$ cat config.mk
export PLATFORM = sky130hd
export DESIGN_NAME = fifo_word_packer
export DESIGN_NICKNAME = d
export VERILOG_FILES = /design/src/rtl/fifo_word_packer.sv
export SDC_FILE = /design/constraint.sdc
export NUM_CORES = 1
export LEC_CHECK = 0
export CAP_MARGIN = 20
export CELL_PAD_IN_SITES_DETAIL_PLACEMENT = 1
export CELL_PAD_IN_SITES_GLOBAL_PLACEMENT = 1
export CORE_AREA = 2 2 93 95
export DETAILED_ROUTE_END_ITERATION = 6
export DIE_AREA = 0 0 95 97
export PLACE_DENSITY = 0.78
export RECOVER_POWER = 100
export SETUP_SLACK_MARGIN = 0.1
export SKIP_LAST_GASP = 1
export SYNTH_ARGS = -nofsm -noshare
export SYNTH_HDL_FRONTEND = slang
export SYNTH_SLANG_ARGS = --single-unit
$ cat constraint.sdc
create_clock -name clk -period 2.9 [get_ports clk]
set_input_delay 0.58 -clock clk [delete_from_list [all_inputs] [get_ports clk]]
set_output_delay 0.58 -clock clk [all_outputs]
set_load 0.02 [all_outputs]
$ cat src/rtl/fifo_word_packer.sv
// Packs PACK_RATIO FIFO words into one valid/ready beat, with flush of partial beats.
// Optional FIFO_WORD_PACKER_STATS_EN adds beat_count / partial_count counters.
module fifo_word_packer #(
  parameter int DATA_WIDTH = 16,
  parameter int PACK_RATIO = 4
) (
  input  logic                             clk,
  input  logic                             rst,
  input  logic [DATA_WIDTH-1:0]            fifo_dout,
  input  logic                             fifo_empty,
  output logic                             fifo_rd_en,
  input  logic                             flush,
  output logic [DATA_WIDTH*PACK_RATIO-1:0] out_data,
  output logic [PACK_RATIO-1:0]            out_keep,
  output logic                             out_valid,
  input  logic                             out_ready
`ifdef FIFO_WORD_PACKER_STATS_EN
  ,
  output logic [15:0]                      beat_count,
  output logic [7:0]                       partial_count
`endif
);

  localparam int BW = DATA_WIDTH * PACK_RATIO;
  localparam int CW = $clog2(PACK_RATIO + 1);

  typedef enum logic {COLLECT, HOLD} state_t;

  state_t                state_q, state_d;
  logic [CW-1:0]         lane_q, lane_d;
  logic                  rd_pend_q, rd_pend_d;
  logic                  flush_req_q, flush_req_d;
  logic [BW-1:0]         data_q, data_d;
  logic [PACK_RATIO-1:0] keep_q, keep_d;
  logic [CW:0]           fill;
  logic                  rd_en;

  always_comb begin
    state_d     = state_q;
    lane_d      = lane_q;
    flush_req_d = flush_req_q | flush;
    data_d      = data_q;
    keep_d      = keep_q;
    rd_en       = 1'b0;
    fill        = {1'b0, lane_q} + {{CW{1'b0}}, rd_pend_q};
    unique case (state_q)
      COLLECT: begin
        rd_en = !fifo_empty && !flush_req_q &&
                (fill < (CW+1)'(PACK_RATIO));
        if (rd_pend_q) begin
          for (int i = 0; i < PACK_RATIO; i++) begin
            if (lane_q == CW'(i))
              data_d[i*DATA_WIDTH +: DATA_WIDTH] = fifo_dout;
          end
          lane_d = lane_q + 1'b1;
          if (lane_d == CW'(PACK_RATIO)) begin
            state_d = HOLD;
            keep_d  = '1;
          end
        end else if (flush_req_q) begin
          // Unfilled lanes are already zero since the buffer clears on transfer.
          flush_req_d = flush;
          if (lane_q != '0) begin
            state_d = HOLD;
            for (int i = 0; i < PACK_RATIO; i++)
              keep_d[i] = (CW'(i) < lane_q);
          end
        end
      end
      HOLD: begin
        if (out_ready) begin
          rd_en   = !fifo_empty && !flush_req_q;
          state_d = COLLECT;
          lane_d  = '0;
          data_d  = '0;
          keep_d  = '0;
        end
      end
      default: ;
    endcase
    rd_pend_d = rd_en;
  end

  always_ff @(posedge clk or posedge rst) begin
    if (rst) begin
      state_q     <= COLLECT;
      lane_q      <= '0;
      rd_pend_q   <= 1'b0;
      flush_req_q <= 1'b0;
      data_q      <= '0;
      keep_q      <= '0;
    end else begin
      state_q     <= state_d;
      lane_q      <= lane_d;
      rd_pend_q   <= rd_pend_d;
      flush_req_q <= flush_req_d;
      data_q      <= data_d;
      keep_q      <= keep_d;
    end
  end

  assign fifo_rd_en = rd_en & ~rst;
  assign out_valid  = (state_q == HOLD);
  assign out_data   = data_q;
  assign out_keep   = keep_q;

`ifdef FIFO_WORD_PACKER_STATS_EN
  always_ff @(posedge clk or posedge rst) begin
    if (rst) begin
      beat_count    <= '0;
      partial_count <= '0;
    end else if (out_valid && out_ready) begin
      if (beat_count != 16'hFFFF)
        beat_count <= beat_count + 1'b1;
      if (keep_q != '1 && partial_count != 8'hFF)
        partial_count <= partial_count + 1'b1;
    end
  end
`endif

endmodule

### Word level (Yosys, flattened, before mapping)

Index checks and enable logic that the tools add are counted.

| word-level totals | value |
|---|---|
| register bits | 74 |
| input port bits | 21 |
| output and inout bits | 70 |

| operators by class | value |
|---|---|
| bitwise operators | 4 |
| $add $sub $neg | 2 |
| muxes and demuxes | 27 |
| equal/unequal tests | 13 |
| reductions and logical operators | 12 |
| $lt $le $gt $ge | 5 |

Operator list:

| kind | number |
|---|---|
| 2-to-1 mux 64 bit | 2 |
| one-hot mux 64 bit (2 select lines) | 1 |
| 2-to-1 mux 16 bit | 4 |
| 2-to-1 mux 4 bit | 5 |
| != test 2 bit (second input constant) | 6 |
| AND reduction 3 bit | 4 |
| 2-to-1 mux 1 bit | 9 |
| != test 3 bit (second input constant) | 3 |
| one-hot mux 4 bit (2 select lines) | 1 |
| equality test 3 x 2 -> 1 bit (second input constant) | 2 |
| less-than comparator 1 x 3 -> 1 bit (first input constant) | 2 |
| less-than comparator 2 x 3 -> 1 bit (first input constant) | 2 |
| 2-to-1 mux 3 bit | 2 |
| one-hot mux 3 bit (2 select lines) | 1 |
| adder 3 x 1 -> 4 bit | 1 |
| less-than comparator 4 x 3 -> 1 bit (second input constant) | 1 |
| one-hot mux 1 bit (2 select lines) | 2 |
| AND reduction 4 bit | 1 |
| adder 3 x 1 -> 3 bit (second input constant) | 1 |
| equality test 3 x 1 -> 1 bit (second input constant) | 1 |
| equality test 3 bit (second input constant) | 1 |
| logical NOT 3 bit | 1 |
| nonzero test 3 bit | 1 |
| logical AND 1 bit | 2 |
| other kinds (5) | 7 |

### Longest topological paths before layout

Gate-level depths: netlist of the first run.

| logic depth | value |
|---|---|
| depth in word-level cells | 5 |
| gate-level depth with buffers | 8 |
| mapped depth without buffers | 6 |

### Worst setup path after synthesis of the first run

OpenSTA, ideal clock, no wires.

| timing | value |
|---|---|
| path kind | in2out |
| from | in out_ready |
| to | out fifo_rd_en |
| arrival time | 1.747 ns |
| cell stages on the path | 4 |
| required time | 2.320 ns |
| path slack | 0.573 ns |
| cell sequence | and2_1 clkbuf_1 nor2_1 nor4_1 |

| on the way | value |
|---|---|
| cells in the longest elaborated chain, start to end | 3 |

Ends and longest elaborated chain:

| element | line | text |
|---|---|---|
| start: declaration | 16 | `input logic out_ready` |
| 2-to-1 mux 1 bit | 71 | `if (out_ready) begin` |
| one-hot mux 1 bit (2 select lines) | 46 | `unique case (state_q)` |
| AND 1 bit | 102 | `assign fifo_rd_en = rd_en & ~rst;` |
| end: declaration | 11 | `output logic fifo_rd_en,` |

No other way between the ends.

### Worst setup path in the final report of the first run

| timing | value |
|---|---|
| from | reg state_q, in the netlist out_valid |
| to | reg data_q[20], in the netlist out_data[20] |

| on the way | value |
|---|---|
| cells in the longest elaborated chain, start to end | 3 |
| elaborated cells on any way between the ends | 6 |
| those cells by class | 3 x eq/ne; 1 x mux; 1 x bitwise; 1 x reduce/logical |

Ends and longest elaborated chain:

| element | line | text |
|---|---|---|
| start: declaration | 29 | `state_t state_q, state_d;` |
| start signal: assignment | 93 | `state_q <= state_d;` |
| NOT 1 bit | n/a |  |
| != test 2 bit (no line) | n/a |  |
| AND reduction 3 bit (no line) | n/a |  |
| end signal: assignment | 97 | `data_q <= data_d;` |
| end: declaration | 33 | `logic [BW-1:0] data_q, data_d;` |

Several ways; a longest one is shown, not always the timed one.
A chain may end at the register's enable or synchronous reset.

==> results of run 1 <==
==> state kept, by name, summed over array words and instances (netlist names) <==
signal,cells
out_data,64
out_keep,4
lane_q,3
flush_req_q,1
out_valid,1
rd_pend_q,1
==> critical path: cells and delay by family, from the launching register on <==
kind / cells / cell delay [ns]
buffers and inverters: 1 / 0.76
AND/OR/NAND/NOR: 3 / 0.86
AO/OA/AOI/OAI: 1 / 0.26
flip-flops: 1 / 0.52
==> synthesized netlist by cell type, drive strengths merged, types with 2 or more instances <==
library cell,n,area (µm²)
nand2,4,15.0
ha,4,50.1
dfrtp,74,1850
nor4,3,48.8
o311ai,2,17.5
nand2b,4,25.0
clkbuf,4,15.0
nor2,9,56.3
nand3b,3,22.5
inv,6,22.5
a21oi,5,25.0
buf,11,81.3
a22o,65,569
o21ai,6,33.8
nor3,2,10.0
==> cells by family (layout without fill, tap and decap cells) <==
group                    count (synthesis)  count (layout)  synth area share, %
AND/OR/NAND/NOR                         30              30                 7.28
adder cells (fa/ha/maj)                  4               4                 1.72
flip-flops                              74              74                 63.8
buffers and inverters                   21             118                 4.09
AO/OA/AOI/OAI                           81              81                 23.1
==> final cells by class <==
cell class,instances,share of cell area [%]
clock buffer,9,3.03
clock inverter,6,2.82
inverter,6,0.551
multi-input combinational,115,22.2
sequential,74,45.3
tap,105,3.22
timing repair buffer,97,22.8
==> power by group <==
group / leakage, nW / switching (W) / internal [W]
Clock: 0.116 / 0.000385 / 0.000571
Combinational: 0.903 / 0.000680 / 0.000522
Sequential: 1.01 / 0.000175 / 0.00125
==> repair_timing <==
action / in CTS / in global routing
setup buffers: 0 / 0
resized for setup: 0 / 1
hold endpoints to repair: 0 / 0
setup endpoints to repair: 0 / 1
==> metrics by stage <==
| step | cell area [µm²] | cells | util [%] | hold WS (ns) |
|---|---|---|---|---|
| finish | 4080 | 412 | 50.2 | 0.499 |
| global route | 4080 | 412 | 50.2 | 0.511 |
| CTS | 4140 | 412 | 50.9 | 0.506 |
| detailed placement | 3910 | 397 | 48.0 | 0.481 |
| global placement | 3910 | 397 | 48.0 | 0.481 |
| floorplan | 2900 | 210 | - | 0.480 |
==> worst paths after layout <==
path	depth (start not counted)	slack, ns	end
worst max-delay path	5	0.40	out_data[20]$_DFFE_PP0P_
worst min-delay path	1	0.50	out_data[17]$_DFFE_PP0P_
worst max register to register	5	0.40	out_data[20]$_DFFE_PP0P_
worst min register to register	1	0.50	out_data[17]$_DFFE_PP0P_
max in group asynchronous	3	0.60	out_data[62]$_DFFE_PP0P_
min in group asynchronous	3	1.20	rd_pend_q$_DFF_PP0_
==> cell usage in the layout, fill, tap and decap left out, types with 5 or more instances in the layout <==
cell / n
a22o_1: 65
dfrtp_1: 74
nor2_1: 6
o21ai_0: 5
clkbuf_8: 9
dlygate4sd3_1: 70
a21oi_1: 5
clkdlybuf4s50_1: 19
==> metal layers <==
metal / vias to the layer above / GRT usage (%)
met2: 72 / 29.8
li1: 979 / -
met1: 1147 / 24.7
met4: 0 / 5.02
met3: 6 / 5.30
met5: - / 0
==> summary.txt, run 1 <==
Status
  • Status: complete, but fails checks
  • Violated checks: max-capacitance violations, max-slew violations

Route
  • Total number of vias: 2,204
  • Avg Vias per Cell: 5.35
  • Top Metal Used: met4
  • DR WL/cell: 19.6 µm
  • Iteration-0 DRC Markers: 90
  • Detail Route met2 WL: 4.11 mm
  • Met3 wire len: ~460 µm
  • Detailed-route DRC error count: 0
  • Final WL: 8.09 mm
  • Pre-Repair DR Iteration Count: 4
  • DRT met1 WL: 3.46 mm
  • Post-route ant nets: 0

Setup path
  • Critical path arrival: approximately 2.7 ns
  • CP endpoint kind: register
  • Worst setup startpoint: out_valid$_DFF_PP0_
  • Startpoint class of the critical path: register
  • CP Cell Sequence: nand2b_1 > nor4_1 > clkbuf_1 > nor2_4 > a22o_1
  • Critical path required time: 3.13 ns
  • Reg-to-Reg Start: out_valid$_DFF_PP0_
  • Critical Path Max Stage Delay: roughly 0.76 ns
  • Setup CP Type: reg2reg
  • Critical-path top delay cell: clkbuf_1
  • CP max FO: 17

Die
  • # IOs: about 90
  • Core Area: 0.00813 mm²
  • Die Wd: 95 µm
  • Die Height: 97 µm
  • Starting Density: a little over a third
  • Std-Cell Rows: 33
  • Die Area: 0.00922 mm²

Min path
  • HP Class: reg2reg
  • Worst hold start: out_data[17]$_DFFE_PP0P_

STA
  • Fin. Hold Viols: 0
  • Worst-Margin Slew: roughly 1.8 ns
  • Period utilization: 86.4%
  • Slew headroom: -20.8%
  • RSZ-0062 raised after global routing: false
  • Setup Total Neg Slack: 0 ns
  • Final Max Tran Viols: 75
  • Min Tclk post-route: 2.50 ns
  • PnR worst setup slack: 0.395 ns
  • Maximum clock rate: 399 MHz
  • Fin Clk Skew: 0.0111 ns
  • Final setup viols: 0

Pwr
  • Power Total: 0.00358 W
  • Max IR drop VDD: between 0.3 and 0.4 mV
  • Leakage power: 2.03 nW
  • Pwr dens: 877 mW/mm²

CTS
  • Bufs on Longest Clock Path: 2
  • CTS Hold Bufs: 0
  • Clock latency on the worst-skew pair: about 0.35 ns
  • CTS tree: built
  • Clock root buffer: clkbuf_8
  • H-Tree Depth: 3
  • CTS clk-pin slew, worst paths: 0.08 ns
  • TritonCTS buffer count: 9
  • Clk sinks: 74

Synth
  • Syn Area/Cell: 13.8 µm²
  • Synth Net Count: 235
  • Register bit count reported by yosys: 74
  • Synthesized instance count: 210
  • Count of cell types in the netlist: 30
  • Fraction of registers with async set or reset after synthesis: 100%
  • EDFF count, synth: 0
  • Synthesis warning total: 0
  • Register area share after synthesis: 63.8%
  • Ys flop type: dfrtp_1
  • Netlist Area Pre-Place: 0.00290 mm²

Place
  • Post-DP HPWL: between 5 and 6 mm
  • Final Wtd Congestion: ~0.78
  • DP Worst Slack: 0.233 ns
  • Port buffer count: 90

Global routing
  • Largest net degree at the start of global routing: 75
  • Antenna violations before repair: 0
  • Vias in the first global route: around 2,300
  • Gr usage total: 18.6%
  • Aggregate global routing overflow: 0
  • First-pass GRT wire length: 13.0 mm

Finish
  • Register Area: around 0.0019 mm²
  • FILL cells: 852
  • Syn-to-layout area delta: 40.6%
  • Multi-input logic area: 908 µm²
  • Antenna diodes: 0
  • Share of cells above drive strength 1: 8.47%
  • Net count, final: 328

Run
  • Maxcap violations: 1
(Power assumes the default switching activity.)
==> run 2, diff against run 1 <==
SLEW_MARGIN = 10   (was default)
==> results of run 2 <==
No change in the layout: final DEF, timing and power equal those of run 1.
==> run 3, diff against run 2 <==
CORE_AREA = 2 2 97 99   (was 2 2 93 95)
DIE_AREA = 0 0 99 101   (was 0 0 95 97)
PLACE_DENSITY = 0.76   (was 0.78)
SKIP_LAST_GASP = default   (was 1)
clock period = 2.3 ns   (was 2.9 ns; I/O delays follow)
==> run 3 against run 2 <==
The run now ends clean. Clock skew is 0.0011 ns lower. Cell area is 1.9% higher. Sequential share of layout area is 0.83 points lower. Combinational power is 35% higher. Worst setup slack worse by 0.21 ns. Total power is 28% higher. Cell count is 2.9% higher. First-iteration DRC count is 24% lower. Core utilization is 3.9 points lower. Die area is 8.5% higher. Clock power is 27% higher. Critical path type is now in2out.
==> summary.txt, run 3 (same netlist as run 1, synthesis figures left out) <==
Die
  • Die Height: roughly 100 µm
  • Starting Density: 32.3%
  • # IOs: 91
  • Core Area: approximately 0.009 mm²
  • Die Wd: just under 100 µm
  • Std-Cell Rows: 35
  • Die Area: 0.0100 mm²

CTS
  • Clock root buffer: clkbuf_8
  • TritonCTS buffer count: 9
  • CTS Hold Bufs: 0
  • Clk sinks: 74
  • Bufs on Longest Clock Path: 2
  • H-Tree Depth: 3
  • Clock latency on the worst-skew pair: about 0.34 ns
  • Post-CTS setup buffer count: 0
  • CTS tree: built
  • CTS clk-pin slew, worst paths: roughly 0.07 ns

Finish
  • Antenna diodes: 0
  • Final Non-Filler Cells: 424
  • Most common cell after layout, fill and taps aside: dfrtp_1
  • Max reg flops: 64
  • Most frequent cells in the layout: 74 x dfrtp_1, 71 x dlygate4sd3_1, 65 x a22o_1
  • Syn-to-layout area delta: 43.3%
  • Multi-input logic area: roughly 920 µm²
  • Share of cells above drive strength 1: around an eighth
  • Register Area: 0.00185 mm²
  • FILL cells: between 900 and 1,000
  • Net count, final: ~330

Global routing
  • Largest net degree at the start of global routing: 75
  • Gr usage total: 17.2%
  • Antenna violations before repair: 0
  • Vias in the first global route: 2,383
  • Aggregate global routing overflow: 0
  • First-pass GRT wire length: 13.3 mm

Setup path
  • Worst Reg2Reg Path Length in Cells: 7
  • Worst setup startpoint: out_ready
  • Setup CP Type: in2out
  • R2r setup slk: 0.30 ns
  • CP Cell Sequence: dlygate4sd3_1 > and2_0 > nor2_1 > nor4_1 > clkbuf_2
  • Critical path required time: 1.84 ns
  • Critical Path End: fifo_rd_en
  • Reg-to-Reg Start: lane_q[0]$_DFFE_PP0P_
  • CP max FO: 2
  • Crit path max-delay family: buffers and inverters
  • Worst r2r dst: out_data[6]$_DFFE_PP0P_
  • Critical-path top delay cell: dlygate4sd3_1
  • CP endpoint kind: output port
  • WP buf/inv: 2
  • Critical Path Max Stage Delay: ~0.54 ns
  • Crit path depth: 5
  • Critical path arrival: 1.66 ns
  • Startpoint class of the critical path: primary input

STA
  • Final Max Tran Viols: 0
  • Fin. Hold Viols: 0
  • Maximum clock rate: between 400 and 500 MHz
  • Worst-Margin Slew: 0.991 ns
  • RSZ-0062 raised after global routing: false
  • Slew headroom: 33.9%
  • Final setup viols: 0
  • PnR worst setup slack: between 0.15 and 0.2 ns
  • WHS: slightly below 0.5 ns
  • Period utilization: 92.1%
  • Min Tclk post-route: 2.12 ns
  • Fin Clk Skew: 0.0100 ns

Pwr
  • Power Total: roughly 0.0046 W
  • Leakage power: 2.08 nW
  • Pwr dens: 1100 mW/mm²
  • Max IR drop VDD: just under 0.4 mV

Place
  • Final Wtd Congestion: 0.777
  • DP Worst Slack: -0.190 ns
  • Port buffer count: 90
  • Placed Instances: roughly 400
  • Post-DP HPWL: 5.59 mm

Route
  • Detailed-route DRC error count: 0
  • Iteration-0 DRC Markers: 68
  • Final WL: 8.27 mm
  • Avg Vias per Cell: 5.21
  • Pre-Repair DR Iteration Count: 4
  • Total number of vias: between 2,000 and 2,500
  • DR WL/cell: 19.5 µm
  • Post-route ant nets: 0

Run
  • Maxcap violations: 0

Min path
  • HP Class: reg2reg

Status
  • Status: finished clean
[run 3: cell count changes in the layout (fill, tap and decap cells not counted), moves of 2 or more]
cell	before	now
buf_4	2	10
clkbuf_1	4	1
nor4_2	0	2
clkinv_2	0	2
[run 3: how the worst min path moves through the flow]
stage	startpoint	end	slack, ns	depth (start not counted)
after global routing	out_data[8]$_DFFE_PP0P_	out_data[8]$_DFFE_PP0P_	0.51	1
after floorplan	flush_req_q$_DFF_PP0_	rd_pend_q$_DFF_PP0_	0.48	1
after CTS	out_data[36]$_DFFE_PP0P_	out_data[36]$_DFFE_PP0P_	0.51	1
final	out_data[36]$_DFFE_PP0P_	out_data[36]$_DFFE_PP0P_	0.49	1
after detailed placement	out_data[52]$_DFFE_PP0P_	out_data[52]$_DFFE_PP0P_	0.48	1
after global placement	out_data[29]$_DFFE_PP0P_	out_data[29]$_DFFE_PP0P_	0.48	1
[run 3: final cells by class]
class                           instances  area share (%)
Clock buffer                            9            2.98
Multi-Input combinational cell        115            22.1
Sequential cell                        74            44.5
Clock inverter                          7            2.83
Timing Repair Buffer                  102            23.6
Inverter                                6           0.632
Tap cell                              111            3.34
[run 3: through the flow]
stage | setup TNS (ns) | util [%] | cell area (µm²)
after floorplan | 0 | - | 2910
after global placement | -0.110 | 44.0 | 3950
after detailed placement | -0.190 | 44.0 | 3950
after CTS | 0 | 46.7 | 4200
after global routing | 0 | 46.3 | 4160
final | 0 | 46.3 | 4160
[run 3: worst register-to-register path, delay by kind of cell (launching register included)]
family                     cells  cell delay, ns
DFF                            1            0.39
and+or+nand+nor                3            0.85
buffers and inverters          2            0.22
adders and majority gates      1            0.22
AOI/OAI and AO/OA              1            0.24
[run 3: power by group]
group          internal (W)  total (W)  switching, W  leakage [nW]
registers           0.00157    0.00175      0.000176          1.01
logic              0.000696    0.00162      0.000923         0.945
clock network      0.000721    0.00121      0.000488         0.123
[run 3: routing by layer]
layer / share of wire, % / routed length, µm / track usage, % / vias up
met5: 0 / 0 / 0 / -
met4: 1.2 / 100 / 5.37 / 0
met3: 4.1 / 336 / 2.84 / 10
met2: 49 / 4080 / 28.2 / 60
met1: 45 / 3750 / 23.6 / 1146
li1: - / - / - / 991
[run 3: timing repair]
item / 4_1_cts / 5_1_grt
resized for setup: 4 / 2
endpoints found under the setup margin: 1 / 1
gates cloned: 0 / 0
